**config.mk**
```make
export PLATFORM = sky130hd
export DESIGN_NAME = seg7_scan_ctrl
export DESIGN_NICKNAME = d
export VERILOG_FILES = /design/src/rtl/seg7_pkg.sv /design/src/rtl/seg7.sv /design/src/rtl/seg7_scan_ctrl.sv
export SDC_FILE = /design/constraint.sdc
export NUM_CORES = 1
export LEC_CHECK = 0
export CAP_MARGIN = 15
export CORE_MARGIN = 5
export CORE_UTILIZATION = 60
export CTS_BUF_LIST = sky130_fd_sc_hd__clkbuf_4
export CTS_CLUSTER_SIZE = 40
export DETAILED_ROUTE_END_ITERATION = 10
export PLACE_DENSITY = 0.86
export SKIP_LAST_GASP = 1
export SYNTH_ARGS = -nofsm -noshare
export SYNTH_HDL_FRONTEND = slang
export SYNTH_SLANG_ARGS = --single-unit
```
**constraint.sdc**
```tcl
create_clock -name clk -period 3.8 [get_ports clk]
set_input_delay 0.38 -clock clk [delete_from_list [all_inputs] [get_ports clk]]
set_output_delay 0.38 -clock clk [all_outputs]
set_load 0.03 [all_outputs]
```
**src/rtl/seg7_pkg.sv**
```systemverilog
// Shared types and constants for the 7-segment display blocks.
package seg7_pkg;

  // Scan FSM states: all anodes off (GAP) or one digit lit (DRIVE).
  typedef enum logic [0:0] {
    GAP   = 1'b0,
    DRIVE = 1'b1
  } state_e;

  // Active-low segment bus value with every segment dark.
  localparam logic [6:0] SEG_OFF = 7'h7F;

endpackage

```
**src/rtl/seg7.sv**
```systemverilog
// Hex nibble to active-low 7-segment decoder, bit order {g,f,e,d,c,b,a}.
module seg7 (
  input  logic [3:0] in,
  output logic [6:0] out
);

  // Pure combinational lookup of the glyph for each hex value.
  always_comb begin
    out = 7'h7F;
    case (in)
      4'h0: out = 7'h40;
      4'h1: out = 7'h79;
      4'h2: out = 7'h24;
      4'h3: out = 7'h30;
      4'h4: out = 7'h19;
      4'h5: out = 7'h12;
      4'h6: out = 7'h02;
      4'h7: out = 7'h78;
      4'h8: out = 7'h00;
      4'h9: out = 7'h10;
      4'hA: out = 7'h08;
      4'hB: out = 7'h03;
      4'hC: out = 7'h46;
      4'hD: out = 7'h21;
      4'hE: out = 7'h06;
      4'hF: out = 7'h0E;
      default: out = 7'h7F;
    endcase
  end

endmodule

```
**src/rtl/seg7_scan_ctrl.sv**
```systemverilog
// Time-multiplexed scan controller: digit register file, GAP/DRIVE scan FSM
// with a shared down-counter, and registered anode/segment outputs.
//
// Handshake: there is none beyond a plain write strobe. A cycle with load=1
// and an in-range load_addr writes load_data at that rising edge; there is
// no ready/backpressure, every strobe is accepted or (out of range) dropped.
module seg7_scan_ctrl
  import seg7_pkg::*;
#(
  parameter int NUM_DIGITS   = 4,
  parameter int DRIVE_CYCLES = 1000,
  parameter int GAP_CYCLES   = 8,
  localparam int AW = (NUM_DIGITS > 1) ? $clog2(NUM_DIGITS) : 1
) (
  input  logic                  clk,
  input  logic                  reset,
  input  logic                  load,
  input  logic [AW-1:0]         load_addr,
  input  logic [3:0]            load_data,
  input  logic [NUM_DIGITS-1:0] blank_mask,
  output logic [6:0]            out,
  output logic [NUM_DIGITS-1:0] an,
  output logic [AW-1:0]         digit_idx,
  output logic                  frame_tick,
  output logic                  dbg_state
);

  localparam int MAXC = (DRIVE_CYCLES > GAP_CYCLES) ? DRIVE_CYCLES : GAP_CYCLES;
  localparam int CW   = (MAXC > 1) ? $clog2(MAXC) : 1;
  localparam logic [CW-1:0] DRIVE_LOAD = CW'(DRIVE_CYCLES - 1);
  localparam logic [CW-1:0] GAP_LOAD   = CW'(GAP_CYCLES - 1);
  localparam logic [AW-1:0] LAST_IDX   = AW'(NUM_DIGITS - 1);
  localparam logic [NUM_DIGITS-1:0] ONE_HOT0 = NUM_DIGITS'(1);

  logic [3:0]    entry [NUM_DIGITS];
  state_e        state;
  logic [CW-1:0] cnt;
  logic [AW-1:0] idx;
  logic [6:0]    decoded;

  assign digit_idx = idx;
  assign dbg_state = (state == DRIVE);

  // The one shared decoder always looks at the digit being scanned.
  seg7 u_seg7 (
    .in  (entry[idx]),
    .out (decoded)
  );

  // Register file: in-range writes land at the edge, others are dropped.
  always_ff @(posedge clk) begin
    if (reset) begin
      for (int i = 0; i < NUM_DIGITS; i++) entry[i] <= 4'h0;
    end else if (load && (int'(load_addr) < NUM_DIGITS)) begin
      entry[load_addr] <= load_data;
    end
  end

  // Scan FSM: count down each phase, advance the digit when DRIVE ends.
  always_ff @(posedge clk) begin
    if (reset) begin
      state <= GAP;
      cnt   <= GAP_LOAD;
      idx   <= '0;
    end else if (cnt != '0) begin
      cnt <= cnt - CW'(1);
    end else if (state == GAP) begin
      state <= DRIVE;
      cnt   <= DRIVE_LOAD;
    end else begin
      state <= GAP;
      cnt   <= GAP_LOAD;
      idx   <= (idx == LAST_IDX) ? '0 : idx + AW'(1);
    end
  end

  // Output registers follow the current state one cycle later.
  always_ff @(posedge clk) begin
    if (reset) begin
      an         <= '1;
      out        <= SEG_OFF;
      frame_tick <= 1'b0;
    end else begin
      frame_tick <= (state == DRIVE) && (cnt == '0) && (idx == LAST_IDX);
      if (state == GAP) begin
        an  <= '1;
        out <= SEG_OFF;
      end else begin
        an  <= ~(ONE_HOT0 << idx);
        out <= blank_mask[idx] ? SEG_OFF : decoded;
      end
    end
  end

endmodule

```
==> flow_metrics.tcl, run 1 <==
set metrics [dict create \
    cts_root_buf "clkbuf_4" \
    htreeDepth 2 \
    cts_inserted_buffers 5 \
    max_stage_delay_ps 710 \
    clock_skew_ps 6.604 \
    irDropWorstVdd_mv 0.2768 \
    tightest_slew_ps 749.0 \
    port-buffer-count 27 \
    powerDensity_nw_per_um2 362.0 \
    min_period_over_period_pct 55.18 \
    synth_cells 179 \
    critPathLaunchType "flop" \
    die_w_um 67.91 \
    cts_hold_buf 0 \
    hp-class "flop to flop" \
    synth-seq-cells 43 \
    setup_viol_count_final 0 \
    rows 21 \
    die_h_um 67.91 \
    grt_use_total_pct 18.11 \
    io_pins 28 \
    antenna_cells 0 \
    cts_tree "built" \
    rsz0062_at_grt "false" \
    syn_to_final_growth_pct 18.97 \
    cap_violations 0 \
    slew_viol_final 0 \
    yosysWarnings 0 \
    arrival_ps 2320 \
    async_flop_share_pct 0 \
    start_util_pct 61.26 \
    layout_common_cells "dfxtp_1 (27), clkdlybuf4s50_1 (27), and2_1 (16), edfxtp_1 (16), nand2_1 (15)" \
    cp.required_ps 4020 \
    insertion_delay_ps 350 \
    cp_max_fo 6 \
    status "finished clean" \
    viasPerCell 5.432 \
    synth-seq-area-share_pct 50.75 \
    post_cts_buffers 0 \
    synth_enable_flop_cells 16 \
    max_slew_margin_pct 49.61 \
    drive_above_1_share_pct 7.583 \
    drt_iter0_drc 96 \
    p_leak_nw 0.9169 \
    core-area_um2 3284 \
    crit_chain "mux4_1 -> ha_1 -> and2b_1 -> a21oi_1 -> o221ai_1" \
    wl_per_cell_um 14.51 \
    worstSetupPathType "flop to flop" \
    clk_pin_slew_ps 120 \
    synth_area_per_cell_um2 11.24 \
    post_cts_resized 0 \
    final_area_um2 2394 \
    yosys.cell_types.count 41 \
    antenna_found_initial 0 \
    grt_pass1_wl_um 6141 \
    dieArea_um2 4611 \
    grt_overflow 0 \
    placed_cell_area_um2 2317 \
    cp-end-kind "flop" \
    post-route-drc-count 0 \
    grt_max_degree 16 \
    hold_viol 0 \
    nets 235 \
    first_pass_iters 4 \
    ant_nets 0 \
    cts.path.max_buffers 2 \
    synth_fp_nets 204 \
    tns_ps 0 \
    max_freq_mhz 476.9 \
    grt_pass1_vias 1365 \
    routabilityCongestion 0.8786 \
    slowest_stage "mux4_1" \
    post-dp-hpwl_um 2888 \
    layout_min_cycle_time_ps 2097 \
    num_vias 1396 \
    clock_sinks 43 \
    syn_area_um2 2012 \
    wl_um 3730 \
    ys.flop_type "dfxtp_1" \
]
-- through the flow --
stage / power (W) / utilization [%] / hold WS [ps] / cells / setup WS (ps)
after floorplan: 0.0005670 / - / 384.1 / 179 / 1925
after global placement: 0.0005909 / 70.55 / 395.8 / 249 / 1663
after detailed placement: 0.0005969 / 70.55 / 394.9 / 249 / 1537
after CTS: 0.0008680 / 72.88 / 422.5 / 257 / 1719
after global routing: 0.0009021 / 72.88 / 438.3 / 257 / 1638
final: 0.0008664 / 72.88 / 421.1 / 257 / 1703
-- synth_stat cells (2+ instances only) --
| cell type | count | share of area [%] |
|---|---|---|
| nand2_1 | 15 | 2.8 |
| nand3_1 | 5 | 1.2 |
| nor2_1 | 11 | 2.1 |
| xnor2_1 | 3 | 1.3 |
| o21ai_0 | 2 | 0.50 |
| or2_2 | 2 | 0.62 |
| edfxtp_1 | 16 | 24 |
| nand2b_1 | 3 | 0.93 |
| mux4_2 | 3 | 3.4 |
| and2_1 | 16 | 5.0 |
| nor2b_1 | 5 | 1.6 |
| ha_1 | 12 | 7.5 |
| xor2_1 | 3 | 1.3 |
| nor3b_1 | 3 | 1.1 |
| a21boi_0 | 3 | 1.1 |
| o221ai_1 | 4 | 1.7 |
| mux2i_1 | 5 | 2.5 |
| a21oi_1 | 7 | 1.7 |
| mux4_1 | 2 | 2.6 |
| nor3_1 | 3 | 0.75 |
| inv_1 | 10 | 1.9 |
| dfxtp_1 | 27 | 27 |
-- flip-flops by register name, summed over array words and instances (netlist names), named ones only --
register,count
digit_idx,2
cnt,10
dbg_state,1
frame_tick,1
out,7
an,4
entry,16
-- layer usage --
metal  GRT usage, %  share of wire (%)  vias to the layer above
li1               -                  -                      693
met1          21.14                 41                      651
met2          31.47                 51                       42
met3          4.269                6.1                       10
met4          8.189                2.0                        0
met5              0                  0                        -
-- kinds of logic (layout without fill, tap and decap cells) --
group	Yosys count	in the layout	share of synthesized area, %
and+or+nand+nor	71	71	19.22
DFF	43	43	50.75
AOI/OAI and AO/OA	23	23	7.774
buffers and inverters	13	45	2.985
adders and majority gates	12	12	7.462
muxes	11	11	9.204
xor gates and xnor gates	6	6	2.612
-- path summary, 6_finish.rpt --
check | start | end | slack [ps] | depth (start not counted)
setup reg to reg | flop | out[5]$_SDFF_PP1_ | 1700 | 5
setup / recovery | flop | out[5]$_SDFF_PP1_ | 1700 | 5
hold / removal | cnt[0]$_SDFF_PP1_ | cnt[0]$_SDFF_PP1_ | 420 | 1
hold reg to reg | cnt[0]$_SDFF_PP1_ | cnt[0]$_SDFF_PP1_ | 420 | 1
-- power by group --
group / internal (W) / switching (W)
logic: 0.0000397 / 0.0000444
clock network: 0.000135 / 0.000144
registers: 0.000495 / 0.00000796
total: 0.000670 / 0.000197
-- cell type report --
cell class,count,area [um^2]
fill,249,890.9
timing repair buffer,27,270.3
sequential,43,1021
clock inverter,3,38.79
multi-input combinational,123,930.9
clock buffer,5,37.54
tap,46,57.56
inverter,10,37.54
-- worst max-delay path: cells and delay by family (launching register included) --
| family | cells | cell delay, ps |
|---|---|---|
| multiplexers | 1 | 710 |
| AND/OR/NAND/NOR | 1 | 190 |
| AO/OA/AOI/OAI | 2 | 290 |
| adder cells (fa/ha/maj) | 1 | 300 |
| flip-flops | 1 | 460 |
No activity file was read; power rests on OpenSTA's default activity.
==> inputs of run 2 (changes only) <==
CORE_UTILIZATION = 56   (was 60)
PLACE_DENSITY = 0.81   (was 0.86)
clock period = 2 ns   (was 3.8 ns; I/O delays follow)
==> run 2 against run 1 <==
First-iteration DRC count rose by 24%; critical path depth did not move; register-to-register slack got worse by 1500 ps; power up 110%; highest routed layer unchanged; die area up 6.1%; sequential power grew 90%; non-clock buffer count grew 7; combinational power increased by 99%; largest cell class unchanged; final cell count rose by 2.7%; clock skew rose by 5.9 ps; clock-buffer cell count unchanged; sequential cell count is the same.
==> flow_metrics.tcl, run 2 (synthesis results as in run 1) <==
set metrics [dict create \
    status "finished clean" \
    grt_overflow 0 \
    grt_pass1_vias 1419 \
    max_freq_mhz 547.0 \
    cp-endpoint "out[6]$_SDFF_PP1_" \
    cts_root_buf "clkbuf_4" \
    wl_met1_um 1542 \
    post_cts_resized 0 \
    wl_um 3665 \
    top_register "entry" \
    rows 21 \
    nets 242 \
    cts_tree "built" \
    post-dp-hpwl_um 2807 \
    p_leak_nw 0.9548 \
    crit_chain "mux4_2 -> ha_1 -> and2b_1 -> a21oi_1 -> o221ai_1" \
    core-area_um2 3416 \
    antenna_found_initial 0 \
    grt_max_degree 15 \
    rsz0062_at_grt "false" \
    worstSetupPathType "flop to flop" \
    setup_viol_count_final 0 \
    cap_violations 0 \
    dr_wl_met2_um 1795 \
    syn_to_final_growth_pct 22.70 \
    cp-end-kind "flop" \
    cp.required_ps 2220 \
    hp-class "flop to flop" \
    grt_pass1_wl_um 6023 \
    num_vias 1453 \
    reg2reg_to "out[6]$_SDFF_PP1_" \
    port-buffer-count 27 \
    layout_min_cycle_time_ps 1828 \
    drt_iter0_drc 119 \
    io_pins 28 \
    htreeDepth 2 \
    cts.path.max_buffers 2 \
    max_stage_delay_ps 580 \
    reg2regPathDepth 5 \
    grt_use_total_pct 15.55 \
    critPathBufInv 0 \
    insertion_delay_ps 360 \
    wl_met3_um 222 \
    routabilityCongestion 0.8596 \
    ant_nets 0 \
    cts_hold_buf 0 \
    post-route-drc-count 0 \
    final_common_cell "clkdlybuf4s50_1" \
    clock_skew_ps 12.49 \
    cp_max_fo 6 \
    fillCellCount 247 \
    post_cts_buffers 0 \
    slowest_stage "mux4_2" \
    cts_inserted_buffers 5 \
    r2r_setup_slack_ps 170 \
    largest_reg_flops 16 \
    critPathLaunchType "flop" \
    slew_viol_final 0 \
    tns_ps 0 \
    powerDensity_nw_per_um2 729.9 \
    max_slew_margin_pct 65.65 \
    layout_common_cells "clkdlybuf4s50_1 (27), dfxtp_1 (26), and2_1 (16), edfxtp_1 (16), nand2_1 (15)" \
    irDropWorstVdd_mv 0.4027 \
    critPathTopFamily "multiplexers" \
    min_period_over_period_pct 91.41 \
    clk_pin_slew_ps 130 \
    p_total_w 0.001802 \
    first_pass_iters 4 \
    cp.depth 5 \
    die_w_um 69.94 \
    drive_above_1_share_pct 12.39 \
    antenna_cells 0 \
    largest_registers "entry (16), cnt (10), out (7)" \
    arrival_ps 2050 \
    start_util_pct 58.90 \
    die_h_um 69.94 \
    hold_viol 0 \
    wl_per_cell_um 13.88 \
    dieArea_um2 4892 \
    clock_sinks 43 \
    topRoutingLayerUsed "met4" \
    viasPerCell 5.504 \
    whs_ps 434.6 \
    tightest_slew_ps 514.1 \
]
run 2: final cells by class:
cell class / count / area, um^2 / share of cell area (%)
flip-flops and latches: 43 / 1022 / 41.41
multi-input cells: 123 / 923.4 / 37.40
repair buffers: 34 / 322.8 / 13.08
clock inverters: 3 / 67.56 / 2.737
well taps: 46 / 57.56 / 2.331
clock buffers: 5 / 37.54 / 1.521
inverters: 10 / 37.54 / 1.521
run 2: worst min path at each step:
| stage | startpoint | to | cells after the start |
|---|---|---|---|
| 5_1_grt | cnt[0]$_SDFF_PP1_ | cnt[0]$_SDFF_PP1_ | 1 |
| 3_5_place_dp | cnt[0]$_SDFF_PP1_ | cnt[0]$_SDFF_PP1_ | 1 |
| 3_3_place_gp | cnt[0]$_SDFF_PP1_ | cnt[0]$_SDFF_PP1_ | 1 |
| 4_1_cts | cnt[0]$_SDFF_PP1_ | cnt[0]$_SDFF_PP1_ | 1 |
| 6_report | cnt[0]$_SDFF_PP1_ | cnt[0]$_SDFF_PP1_ | 1 |
| 2_1_floorplan | reset | an[0]$_SDFF_PP1_ | 2 |
run 2: power by group:
group | internal [W] | switching [W]
Clock | 0.000388 | 0.000292
Combinational | 0.0000814 | 0.0000853
Sequential | 0.000940 | 0.0000151
Total | 0.00141 | 0.000392
run 2: worst register-to-register path, cell delays in order, from the launching register on:
cell      delay [ps]
dfxtp_2          380
mux4_2           580
ha_1             270
and2b_1          190
a21oi_1          140
o221ai_1         130
run 2: stage by stage:
step,worst slack [ps],instance area (um^2),cells,utilization [%]
2_1_floorplan,124.5,2012,179,-
3_3_place_gp,149.5,2370,256,69.38
3_5_place_dp,69.29,2370,256,69.38
4_1_cts,52.65,2475,264,72.45
5_1_grt,27.63,2469,264,72.27
6_report,171.8,2469,264,72.27
run 2: layer usage:
metal	vias up	global-route usage (%)
met1	688	15.97
met4	0	9.787
met5	-	0
li1	701	-
met3	9	4.448
met2	55	27.49
==> inputs of run 3 (changes only) <==
CORE_ASPECT_RATIO = 1.1   (was default)
==> run 3 against run 2 <==
Critical path depth stayed put; power is 0.45% lower; worst setup slack worse by 77 ps; highest routed layer unchanged; largest cell class unchanged; sequential share of layout area is 0.055 points higher; critical path type unchanged; register-to-register slack worse by 80 ps.
==> flow_metrics.tcl, run 3 (synthesis results as in run 1) <==
set metrics [dict create \
    slowest_stage "mux4_2" \
    post_cts_buffers 0 \
    critPathLaunchType "flop" \
    globalRouteMet2Util_pct 29.37 \
    syn_to_final_growth_pct 22.39 \
    fin_ws_ps 94.29 \
    hp-class "flop to flop" \
    cp-end-kind "flop" \
    min_period_over_period_pct 95.29 \
    post-route-util_pct 72.14 \
    drive_above_1_share_pct 11.52 \
    largest_registers "entry (16), cnt (10), out (7)" \
    insertion_delay_ps 360 \
    die_w_um 67.15 \
    post-route-drc-count 0 \
    status "finished clean" \
    nets 241 \
    reg2regPathDepth 5 \
    drt_iter0_drc 149 \
    cts_tree "built" \
    wl_per_cell_um 13.85 \
    cts_root_buf "clkbuf_4" \
    arrival_ps 2130 \
    layout_common_cells "dfxtp_1 (27), clkdlybuf4s50_1 (27), and2_1 (16), edfxtp_1 (16), nand2_1 (15)" \
    powerDensity_nw_per_um2 728.5 \
    met3_usage_pct 4.160 \
    cts_hold_buf 0 \
    top_register "entry" \
    tightest_slew_ps 481.6 \
    largest_reg_flops 16 \
    die_h_um 72.87 \
    cts.path.max_buffers 2 \
    grt_max_degree 14 \
    clock_sinks 43 \
    htreeDepth 2 \
    grt_overflow 0 \
    cp_max_fo 6 \
    irDropWorstVdd_mv 0.5436 \
    worstSetupPathType "flop to flop" \
    core-area_um2 3413 \
    first_pass_iters 4 \
    p_leak_nw 0.9540 \
    tns_ps 0 \
    rows 22 \
    p_total_w 0.001794 \
    cap_violations 0 \
    grt_pass1_wl_um 6348 \
    antenna_cells 0 \
    grt_use_total_pct 17.56 \
    io_pins 28 \
    post-place-ws_ps 35.02 \
    dieArea_um2 4893 \
    cp.required_ps 2230 \
    post-dp-hpwl_um 2838 \
    rsz0062_at_grt "true" \
    hold_viol 0 \
    slew_viol_final 0 \
    min_path_cells 1 \
    ant_nets 0 \
    max_slew_margin_pct 67.83 \
    busiest_layer "met2" \
    clock_skew_ps 7.293 \
    num_vias 1434 \
    max_stage_delay_ps 590 \
    antenna_found_initial 0 \
    max_freq_mhz 524.7 \
    stdcell_count 265 \
    routabilityCongestion 0.9033 \
    dp_cells 257 \
    start_util_pct 58.94 \
    crit_chain "mux4_2 -> inv_1 -> ha_1 -> o211ai_1 -> nand3_1" \
    setup_viol_count_final 0 \
    cts_inserted_buffers 5 \
    grt_pass1_vias 1395 \
    clk_pin_slew_ps 110 \
    grt_use_met1_pct 19.94 \
    layout_min_cycle_time_ps 1906 \
    viasPerCell 5.411 \
    port-buffer-count 27 \
    wl_um 3669 \
]
run 3: changes by cell type in the layout (fill, tap and decap cells not counted), sizes merged:
cell | before | now
buf | 7 | 6
clkbuf | 5 | 6
clkinvlp | 1 | 0
run 3: final cells by class:
class                           count  area (um^2)
Clock buffer                        6        45.04
Clock inverter                      2        60.06
Fill cell                         275        950.9
Inverter                           10        37.54
Multi-Input combinational cell    123        923.4
Sequential cell                    43         1021
Tap cell                           48        60.06
Timing Repair Buffer               33        315.3
run 3: timing repair:
item,in CTS,in global routing
setup endpoints to repair,0,5
resized for setup,0,2
endpoints found under the hold margin,0,0
run 3: stage by stage:
stage	instance area, um^2	hold slack (ps)
finish	2462	424.7
global route	2462	459.8
CTS	2470	431.1
detailed placement	2365	404.9
global placement	2365	397.5
floorplan	2012	339.3
run 3: critical path: cells and delay by family (launching register included):
kind / cells / cell delay, ps
AOI/OAI and AO/OA: 1 / 230
adders and majority gates: 1 / 280
buffers and inverters: 1 / 170
DFF: 1 / 410
muxes: 1 / 590
and+or+nand+nor: 1 / 100
run 3: layer usage:
metal,wire (um),vias to the layer above
met2,1786,58
li1,-,708
met4,95,0
met5,0,-
met3,264,9
met1,1523,659
run 3: report_power, final:
part           leakage, nW  internal [W]  switching [W]
logic                0.523     0.0000801      0.0000859
clock network       0.0559      0.000404       0.000269
registers            0.375      0.000940      0.0000150
total                0.954       0.00142       0.000370
run 3: worst paths after layout:
path | from | slack [ps] | end
setup / recovery | flop | 90 | out[1]$_SDFF_PP1_
hold / removal | cnt[0]$_SDFF_PP1_ | 420 | cnt[0]$_SDFF_PP1_
setup reg to reg | flop | 90 | out[1]$_SDFF_PP1_
hold reg to reg | cnt[0]$_SDFF_PP1_ | 420 | cnt[0]$_SDFF_PP1_
